### src/rtl/fila_pkg.sv
`default_nettype none
// +----------------------------------------------------------------------------+
// | Module      : fila_pkg                                                     |
// | Description : Shared types and constants for the fila queue arbiter.       |
// | Revision    : 1.0 - initial release                                        |
// +----------------------------------------------------------------------------+
package fila_pkg;

    localparam int DATA_W      = 8;
    localparam int LEN_W       = 4;
    localparam int WAIT_CYCLES = 3;
    localparam int WAIT_CNT_W  = 2;
    localparam int QUEUE_DEPTH = 8;

    localparam logic OP_ENQ = 1'b0;
    localparam logic OP_DEQ = 1'b1;

    typedef enum logic [1:0] {
        IDLE      = 2'd0,
        ENQ_ISSUE = 2'd1,
        DEQ_ISSUE = 2'd2,
        WAIT      = 2'd3
    } fila_state_e;

endpackage
`default_nettype wire

### src/rtl/fila_rr_pick.sv
`default_nettype none
// +----------------------------------------------------------------------------+
// | Module      : fila_rr_pick                                                 |
// | Description : Two-requester pick; one-hot select, round-robin or fixed.    |
// | Revision    : 1.0 - initial release                                        |
// +----------------------------------------------------------------------------+
module fila_rr_pick (
    input  logic       i_req0,
    input  logic       i_req1,
    input  logic       i_ptr,
    input  logic       i_rr_mode,
    output logic [1:0] o_sel
);

    // i_ptr names the preferred requester; it only matters on a tie in RR mode
    always_comb begin
        o_sel = 2'b00;
        if (i_req0 && i_req1) begin
            o_sel = (i_rr_mode && i_ptr) ? 2'b10 : 2'b01;
        end else if (i_req0) begin
            o_sel = 2'b01;
        end else if (i_req1) begin
            o_sel = 2'b10;
        end
    end

endmodule
`default_nettype wire

### src/rtl/fila_arbiter.sv
`default_nettype none
// +----------------------------------------------------------------------------+
// | Module      : fila_arbiter                                                 |
// | Description : Arbitrates two producers and one consumer onto a queue.      |
// |               Define FILA_ARB_RR_EN for round-robin producer selection,    |
// |               otherwise prod0 has fixed priority.                          |
// | Revision    : 1.0 - initial release                                        |
// +----------------------------------------------------------------------------+
module fila_arbiter
    import fila_pkg::*;
(
    input  logic              clock_10KHz,
    input  logic              reset,
    input  logic              prod0_req_in,
    input  logic              prod1_req_in,
    input  logic [DATA_W-1:0] prod0_data_in,
    input  logic [DATA_W-1:0] prod1_data_in,
    input  logic              cons_req_in,
    input  logic [LEN_W-1:0]  len_in,
    input  logic [DATA_W-1:0] q_data_in,
    output logic              enqueue_out,
    output logic              dequeue_out,
    output logic [DATA_W-1:0] q_wdata_out,
    output logic              prod0_gnt_out,
    output logic              prod1_gnt_out,
    output logic              cons_ack_out,
    output logic              cons_err_out,
    output logic [DATA_W-1:0] cons_data_out,
    output logic              busy_out
);

`ifdef FILA_ARB_RR_EN
    localparam logic RR_MODE = 1'b1;
`else
    localparam logic RR_MODE = 1'b0;
`endif

    localparam logic [WAIT_CNT_W-1:0] WAIT_LOAD = WAIT_CNT_W'(WAIT_CYCLES - 1);

    fila_state_e           state_q, state_d;
    logic [WAIT_CNT_W-1:0] wait_cnt_q, wait_cnt_d;
    logic                  last_op_q, last_op_d;
    logic                  cur_op_q, cur_op_d;
    logic                  rr_ptr_q, rr_ptr_d;
    logic                  enqueue_q, enqueue_d;
    logic                  dequeue_q, dequeue_d;
    logic [DATA_W-1:0]     q_wdata_q, q_wdata_d;
    logic                  prod0_gnt_q, prod0_gnt_d;
    logic                  prod1_gnt_q, prod1_gnt_d;
    logic                  cons_ack_q, cons_ack_d;
    logic                  cons_err_q, cons_err_d;
    logic [DATA_W-1:0]     cons_data_q, cons_data_d;
    logic                  busy_q, busy_d;

    logic                  w_enq_elig;
    logic                  w_deq_elig;
    logic [1:0]            w_pick_sel;

    assign w_enq_elig = (prod0_req_in || prod1_req_in) && (len_in < LEN_W'(QUEUE_DEPTH));
    assign w_deq_elig = cons_req_in && (len_in != '0);

    fila_rr_pick u_pick (
        .i_req0    (prod0_req_in),
        .i_req1    (prod1_req_in),
        .i_ptr     (rr_ptr_q),
        .i_rr_mode (RR_MODE),
        .o_sel     (w_pick_sel)
    );

    always_comb begin
        state_d     = state_q;
        wait_cnt_d  = wait_cnt_q;
        last_op_d   = last_op_q;
        cur_op_d    = cur_op_q;
        rr_ptr_d    = rr_ptr_q;
        q_wdata_d   = q_wdata_q;
        cons_data_d = cons_data_q;
        enqueue_d   = 1'b0;
        dequeue_d   = 1'b0;
        prod0_gnt_d = 1'b0;
        prod1_gnt_d = 1'b0;
        cons_ack_d  = 1'b0;
        cons_err_d  = 1'b0;

        case (state_q)
            IDLE: begin
                // On a tie the operation opposite to the last completed one wins
                if (w_enq_elig && (!w_deq_elig || (last_op_q == OP_DEQ))) begin
                    state_d     = ENQ_ISSUE;
                    cur_op_d    = OP_ENQ;
                    enqueue_d   = 1'b1;
                    prod0_gnt_d = w_pick_sel[0];
                    prod1_gnt_d = w_pick_sel[1];
                    q_wdata_d   = w_pick_sel[1] ? prod1_data_in : prod0_data_in;
                    rr_ptr_d    = w_pick_sel[0];
                end else if (w_deq_elig) begin
                    state_d   = DEQ_ISSUE;
                    cur_op_d  = OP_DEQ;
                    dequeue_d = 1'b1;
                end else if (cons_req_in && !cons_ack_q) begin
                    // Empty queue: answer with an error; skip while the ack is still visible
                    cons_err_d  = 1'b1;
                    cons_ack_d  = 1'b1;
                    cons_data_d = '0;
                end
            end
            ENQ_ISSUE, DEQ_ISSUE: begin
                state_d    = WAIT;
                wait_cnt_d = WAIT_LOAD;
            end
            WAIT: begin
                if (wait_cnt_q == '0) begin
                    state_d   = IDLE;
                    last_op_d = cur_op_q;
                end else begin
                    wait_cnt_d = wait_cnt_q - 1'b1;
                    // Registered here so the ack is visible during the final wait cycle
                    if ((wait_cnt_q == WAIT_CNT_W'(1)) && (cur_op_q == OP_DEQ)) begin
                        cons_ack_d  = 1'b1;
                        cons_data_d = q_data_in;
                    end
                end
            end
            default: begin
                state_d = IDLE;
            end
        endcase

        busy_d = (state_d != IDLE);
    end

    always_ff @(posedge clock_10KHz) begin
        if (!reset) begin
            state_q     <= IDLE;
            wait_cnt_q  <= '0;
            last_op_q   <= 1'b0;
            cur_op_q    <= 1'b0;
            rr_ptr_q    <= 1'b0;
            enqueue_q   <= 1'b0;
            dequeue_q   <= 1'b0;
            q_wdata_q   <= '0;
            prod0_gnt_q <= 1'b0;
            prod1_gnt_q <= 1'b0;
            cons_ack_q  <= 1'b0;
            cons_err_q  <= 1'b0;
            cons_data_q <= '0;
            busy_q      <= 1'b0;
        end else begin
            state_q     <= state_d;
            wait_cnt_q  <= wait_cnt_d;
            last_op_q   <= last_op_d;
            cur_op_q    <= cur_op_d;
            rr_ptr_q    <= rr_ptr_d;
            enqueue_q   <= enqueue_d;
            dequeue_q   <= dequeue_d;
            q_wdata_q   <= q_wdata_d;
            prod0_gnt_q <= prod0_gnt_d;
            prod1_gnt_q <= prod1_gnt_d;
            cons_ack_q  <= cons_ack_d;
            cons_err_q  <= cons_err_d;
            cons_data_q <= cons_data_d;
            busy_q      <= busy_d;
        end
    end

    assign enqueue_out   = enqueue_q;
    assign dequeue_out   = dequeue_q;
    assign q_wdata_out   = q_wdata_q;
    assign prod0_gnt_out = prod0_gnt_q;
    assign prod1_gnt_out = prod1_gnt_q;
    assign cons_ack_out  = cons_ack_q;
    assign cons_err_out  = cons_err_q;
    assign cons_data_out = cons_data_q;
    assign busy_out      = busy_q;

endmodule
`default_nettype wire

### config.mk
export PLATFORM = sky130hd
export DESIGN_NAME = fila_arbiter
export DESIGN_NICKNAME = d
export VERILOG_FILES = /design/src/rtl/fila_pkg.sv /design/src/rtl/fila_rr_pick.sv /design/src/rtl/fila_arbiter.sv
export SDC_FILE = /design/constraint.sdc
export NUM_CORES = 1
export LEC_CHECK = 0
export CAP_MARGIN = 0
export CELL_PAD_IN_SITES_DETAIL_PLACEMENT = 0
export CELL_PAD_IN_SITES_GLOBAL_PLACEMENT = 1
export CORE_ASPECT_RATIO = 2
export CORE_MARGIN = 5
export CORE_UTILIZATION = 28
export CTS_CLUSTER_DIAMETER = 150
export DETAILED_ROUTE_END_ITERATION = 10
export PLACE_DENSITY_LB_ADDON = 0.1
export SYNTH_ARGS = -nofsm -noshare
export SYNTH_HDL_FRONTEND = slang
export SYNTH_SLANG_ARGS = --single-unit
export TNS_END_PERCENT = 10
### constraint.sdc
create_clock -name clock_10KHz -period 2 [get_ports clock_10KHz]
set_clock_uncertainty 0.1 [all_clocks]
set_input_delay 0.3 -clock clock_10KHz [delete_from_list [all_inputs] [get_ports clock_10KHz]]
set_output_delay 0.3 -clock clock_10KHz [all_outputs]
set_load 0.005 [all_outputs]
# == After elaboration in Yosys (flattened, before gate mapping) ==
# Index checks and enable logic that the tools add are counted.
# word_totals
ff_bits,29
in_bits,33
output_inout_bits,23
elab_cells,78
# op_classes
addsub,1
order_cmp,1
n_eq_ne,9
muxes,26
bitwise_logic,2
reduce_logical,26
# op_table
op,count
$mux 8,6
$pmux 8 s2,1
$mux 2,7
$ne 2x2->1 const B,5
$reduce_and 2->1,5
$mux 1,9
$reduce_bool 2->1,4
$logic_and 1x1->1,6
$pmux 2 s3,1
$reduce_and 6->1,1
$eq 2x1->1 const B,2
$eq 2x2->1 const B,2
$logic_not 2->1,2
$lt 4x4->1 const B,1
$pmux 2 s2,1
$reduce_bool 4->1,1
$reduce_and 3->1,1
$reduce_or 3->1,1
$logic_not 1->1,2
$logic_or 1x1->1,2
$not 1->1,2
$pmux 1 s2,1
$reduce_or 2->1,1
$sub 2x1->2 const B,1

# == Logic depth before layout (Yosys ltp) ==
# logic_depth
depth_word,8
mapped_depth,7
ltp_nobuf,6

# == By module ==
# Synthesis repeated with hierarchy kept, for this count alone.
# hier_totals
hier_cells,129
area_unflattened_um2,1277.5
# by_module_without_submodules
module,instances,cells_per_inst,area_per_inst_um2
fila_arbiter,1,125,1256.2
fila_rr_pick,1,4,21.3

# == Worst setup path before layout ==
# OpenSTA, ideal clock, no wires.
# synth_path
kind,reg2reg
start,register state_q[0]
end,register cons_data_q[0] (netlist: cons_data_out[0])
arrival_time_ns,1.762
required_time_ns,1.826
slack_ns,0.064
stages_incl_launch_ff,8
path_buffers,1
synth_period_minus_slack_ns,1.936
path_cell_list,dfxtp_1 > inv_1 > ha_1 > buf_6 > or3b_2 > nor2_1 > a22oi_1 > a31oi_1
# synth_via
elab_chain_cells,3
elab_cells_between_ends,10
classes_between,eq/ne (6); mux (1); reduce/logical (3)
# synth_lines
element,line_no,text
"start, declared",fila_arbiter.sv:40,"fila_state_e state_q, state_d;"
"start signal, assigned",fila_arbiter.sv:149,state_q <= state_d;
$eq 2x2->1 / $logic_not 2->1 (equally long branches),fila_arbiter.sv:85,case (state_q)
$ne 2x2->1 (no source line) / $reduce_bool 2->1 (equally long branches),-,
$reduce_and 6->1 (no source line),-,
"end signal, assigned",fila_arbiter.sv:161,cons_data_q <= cons_data_d;
"end, declared",fila_arbiter.sv:52,"logic [DATA_W-1:0] cons_data_q, cons_data_d;"
# Several ways; a longest one is shown, not always the timed one.
# A chain may end at the register's enable or synchronous reset.

# == Worst setup path in the final report ==
# layout_path
start,input port len_in[2]
end,register busy_q (netlist: busy_out)
# layout_via
elab_chain_cells,8
elab_cells_between_ends,11
classes_between,order compare (1); mux (3); reduce/logical (7)
# layout_lines
element,line_no,text
"start, declared",fila_arbiter.sv:19,"input logic [LEN_W-1:0] len_in,"
branches (longest 5 deep; another with $lt 4x4->1),-,
$mux 2 (*),fila_arbiter.sv:88,if (w_enq_elig && (!w_deq_elig || (last_op_q == OP_DEQ))) begin
$pmux 2 s3 (*),fila_arbiter.sv:85,
$reduce_bool 2->1 (*),fila_arbiter.sv:129,busy_d = (state_d != IDLE);
"end signal, assigned",fila_arbiter.sv:162,busy_q <= busy_d;
"end, declared",fila_arbiter.sv:53,"logic busy_q, busy_d;"
# Mark *: on every way between the ends.

==> summary by stage <==
Outcome
The flow ran to the end, and the final reports show no timing, DRC or antenna violations.

Timing
Setup repair after global routing left no endpoint under its margin. The final number of hold-violating endpoints was 0. The setup TNS is 0 ns. Setup violations remaining at the end of the flow were counted as 0. The measured slew at the worst slew-check pin is 0.413 ns.

Static timing analysis puts the maximum clock frequency at 0.515 GHz. The clock period could shrink to roughly 1.9 ns. In the finished design, the share of the clock period the worst path needs comes to 97.1%. The relative slew slack is 72.4%. The final number of max-transition violations came to 0.

Critical path
Data arrives at the worst endpoint at 1.98 ns. The worst setup path is launched from an input port. The critical path launch point is len_in[2]. The worst setup path is captured at a flop. The capture point of the worst reg-to-reg path is cons_data_out[2]. The classification of the worst setup path is input port to flop. In this run the worst setup path terminates at busy_out.

Along the worst path, the maximum fanout reaches 4. The worst register-to-register path begins at wait_cnt_q[0]. The worst-case register-to-register setup slack is around 0.15 ns. Data on the critical path is required at its endpoint by 2.04 ns. The count of cells along the worst register-to-register path is 7.

Routing
After detailed routing, the number of vias per cell comes to about 5. The number of vias in the routed layout is about 1,300. After detailed routing, the number of remaining DRC violations is 0.

After detailed routing, the total wire length is 4100 um. After detailed routing, the average wire length per cell comes to 15.5 um. The first TritonRoute pass finished after 6 iterations. The post-detailed-route count of antenna-violating nets is 0. The number of design-rule violations left by the first detailed-router iteration is 42.

Die
The core area is 4640 um^2. The height of the die is 108 um. The count of boundary I/O pins is 56.

The die is 58.9 um wide. The site row count is 35. The initial utilization of the core area, before any placement, comes to 28.9%. The total die area is 6360 um^2.

CTS
The clock transition at the registers of the reported paths is 0.07 ns. The longest clock path from root to sink contains 2 buffers. For the worst-skew pair, the clock arrives at the later sink with an insertion delay of 0.28 ns. The H-tree generated during clock tree synthesis spans 2 levels. In this run, CTS created clock tree buffers numbering 5.

The tree is rooted in a sky130_fd_sc_hd__clkbuf_8. The clock sink count is 29. TritonCTS built the clock tree. The number of buffers added for setup after CTS is 0.

Synthesis
In the synthesized netlist the dominant register cell turns out to be sky130_fd_sc_hd__dfxtp_1. The number of nets in the synthesized netlist is 178. The async set or reset register ratio after synthesis is 0%. The biggest area contributor in the post-synthesis netlist is sky130_fd_sc_hd__dfxtp_1. The commonest cells after synthesis are 29 x sky130_fd_sc_hd__dfxtp_1, 14 x sky130_fd_sc_hd__nand2_1, 10 x sky130_fd_sc_hd__nand3_1. The number of synthesized flops with an enable pin is 0. The number of different library cells used by synthesis comes to 38. In the synthesized netlist, the number of instances is ~140. The sequential cell area fraction in the yosys report is 43.3%. After synthesis, the cell types taking the most area are sky130_fd_sc_hd__dfxtp_1 43%, sky130_fd_sc_hd__mux2i_1 6.0%, sky130_fd_sc_hd__o2bb2ai_1 5.2%, sky130_fd_sc_hd__a22oi_1 4.5%, sky130_fd_sc_hd__nand2_1 3.9%. In this run the biggest area consumer among cell types represents 43.3% of the synthesized area. The average instance in the mapped netlist occupies between 9 and 10 um^2.

The register bit count reported by yosys is 29. The synthesized area is 1340 um^2. Among all cell types in the netlist, the one instantiated most often is sky130_fd_sc_hd__dfxtp_1. Yosys printed 0 warnings.

GRT
The initial antenna violation count came to 0. The met3 track utilization from global routing is 4.08%. The most heavily used metal layer in global routing is met2. The number of global-route vias before repair is approximately 1,300. For met1 alone, demand over resource in global routing was 14.1%. Entering global routing, the biggest net connects 17 pins. Global routing used 13.4% of the available tracks across all layers.

The global routing met2 resource utilization is 23.6%. The first global-routing pass estimated around 6400 um of wire. For this run the aggregate overflow at the end of global routing stands at 0.

Finish
The repair_antennas step left the layout with diodes totalling 0. Once layout is done, the placed cells without fillers occupy roughly 2200 um^2. For this run, the post-layout net count is between 200 and 250. The post-route netlist has 16.2% of its cells at a drive strength greater than 1. The area growth from synthesis to layout is 60.4%.

The count of fill cells added during filler insertion is around 500.

Power
The total power divided by cell area is about 860 nW/um^2. For this design the static power due to leakage is 0.786 nW. The worst-case IR drop observed on VDD is 0.420 mV.

Worst hold path
The type of the worst min-delay path is flop to flop.

Place
The number of port buffers is 55. The total half-perimeter wirelength after legalization and detailed placement is 3090 um. Routability-driven placement finished with a final weighted congestion of 0.722. In this run the cell area measured after placement is 2040 um^2.

Run
The number of violations of the max-capacitance limit is 0.
## state kept, by name, indices dropped and copies added, names as in the netlist
name and flops:
cons_err_out 1, last_op_q 1, wait_cnt_q 2, busy_out 1, prod1_gnt_out 1, cur_op_q 1, dequeue_out 1, q_wdata_out 8
prod0_gnt_out 1, cons_data_out 8, state_q 2, enqueue_out 1, cons_ack_out 1
## stage by stage
step                cells  total power [mW]  setup WS (ns)  hold WS (ns)  util, %
floorplan             141              1.07         0.0641         0.322        -
global placement      257              1.36         -0.289         0.349     43.9
detailed placement    257              1.37         -0.351         0.350     43.9
CTS                   265              1.86         0.0411         0.373     45.8
global route          265              1.96         0.0137         0.387     46.3
finish                265              1.86         0.0587         0.365     46.3
## per-layer routing
layer	wire, um	up-vias
met2	2230	52
met3	245	8
met4	77	0
met5	0	-
met1	1540	613
li1	-	654
## power by group
part / internal (mW) / switching [mW]
registers: 0.653 / 0.0401
logic: 0.345 / 0.340
clock network: 0.240 / 0.241
## critical path, cell delays in order
cell	delay, ns
sky130_fd_sc_hd__clkdlybuf4s50_1	0.43
sky130_fd_sc_hd__or4_4	0.59
sky130_fd_sc_hd__nor2b_4	0.16
sky130_fd_sc_hd__o311ai_1	0.38
sky130_fd_sc_hd__nand4_1	0.12
## worst min path at each step
stage / from / end / cells after the start / slack [ns]
finish: q_wdata_out[7] / q_wdata_out[7] / 1 / 0.36
global route: q_wdata_out[5] / q_wdata_out[5] / 1 / 0.39
CTS: q_wdata_out[0] / q_wdata_out[0] / 1 / 0.37
detailed placement: q_wdata_out[5] / q_wdata_out[5] / 1 / 0.35
global placement: q_wdata_out[3] / q_wdata_out[3] / 1 / 0.35
floorplan: reset / cons_err_out / 1 / 0.32
## final cells by class
type	count	area, um^2	area share (%)
multi-input combinational	96	717	33.3
clock buffer	5	68.8	3.20
clock inverter	3	17.5	0.814
tap	55	68.8	3.20
inverter	9	33.8	1.57
sequential	29	581	27.0
timing repair buffer	68	664	30.9
## repair_timing
action / in CTS / in global routing
gates resized for setup: 2 / 5
endpoints found under the setup margin: 9 / 17
hold buffers: 0 / 0
pin swaps: 0 / 4
## cells by family (layout without fill, tap and decap cells)
| family | Yosys count | after routing | synth area share [%] |
|---|---|---|---|
| simple gates | 48 | 48 | 21.1 |
| compound gates | 35 | 35 | 20.0 |
| flops | 29 | 29 | 43.3 |
| buf+inv | 16 | 85 | 5.13 |
| mux | 9 | 9 | 6.81 |
| fa+ha+maj | 4 | 4 | 3.73 |
## cells in the final DEF (no fill, tap or decap), types with 2 or more instances in the layout
cell type / instances
sky130_fd_sc_hd__a22oi_1: 8
sky130_fd_sc_hd__a31oi_1: 8
sky130_fd_sc_hd__and2_1: 3
sky130_fd_sc_hd__buf_4: 11
sky130_fd_sc_hd__clkbuf_8: 5
sky130_fd_sc_hd__clkdlybuf4s50_1: 55
sky130_fd_sc_hd__clkinv_2: 2
sky130_fd_sc_hd__dfxtp_1: 29
sky130_fd_sc_hd__ha_1: 4
sky130_fd_sc_hd__inv_1: 9
sky130_fd_sc_hd__mux2i_1: 8
sky130_fd_sc_hd__nand2_1: 14
sky130_fd_sc_hd__nand3_1: 10
sky130_fd_sc_hd__nor2_1: 4
sky130_fd_sc_hd__nor2b_1: 4
sky130_fd_sc_hd__o21a_1: 2
sky130_fd_sc_hd__o2bb2ai_1: 8
sky130_fd_sc_hd__or4_4: 2
Note: power is estimated with default switching activity, not from simulation.
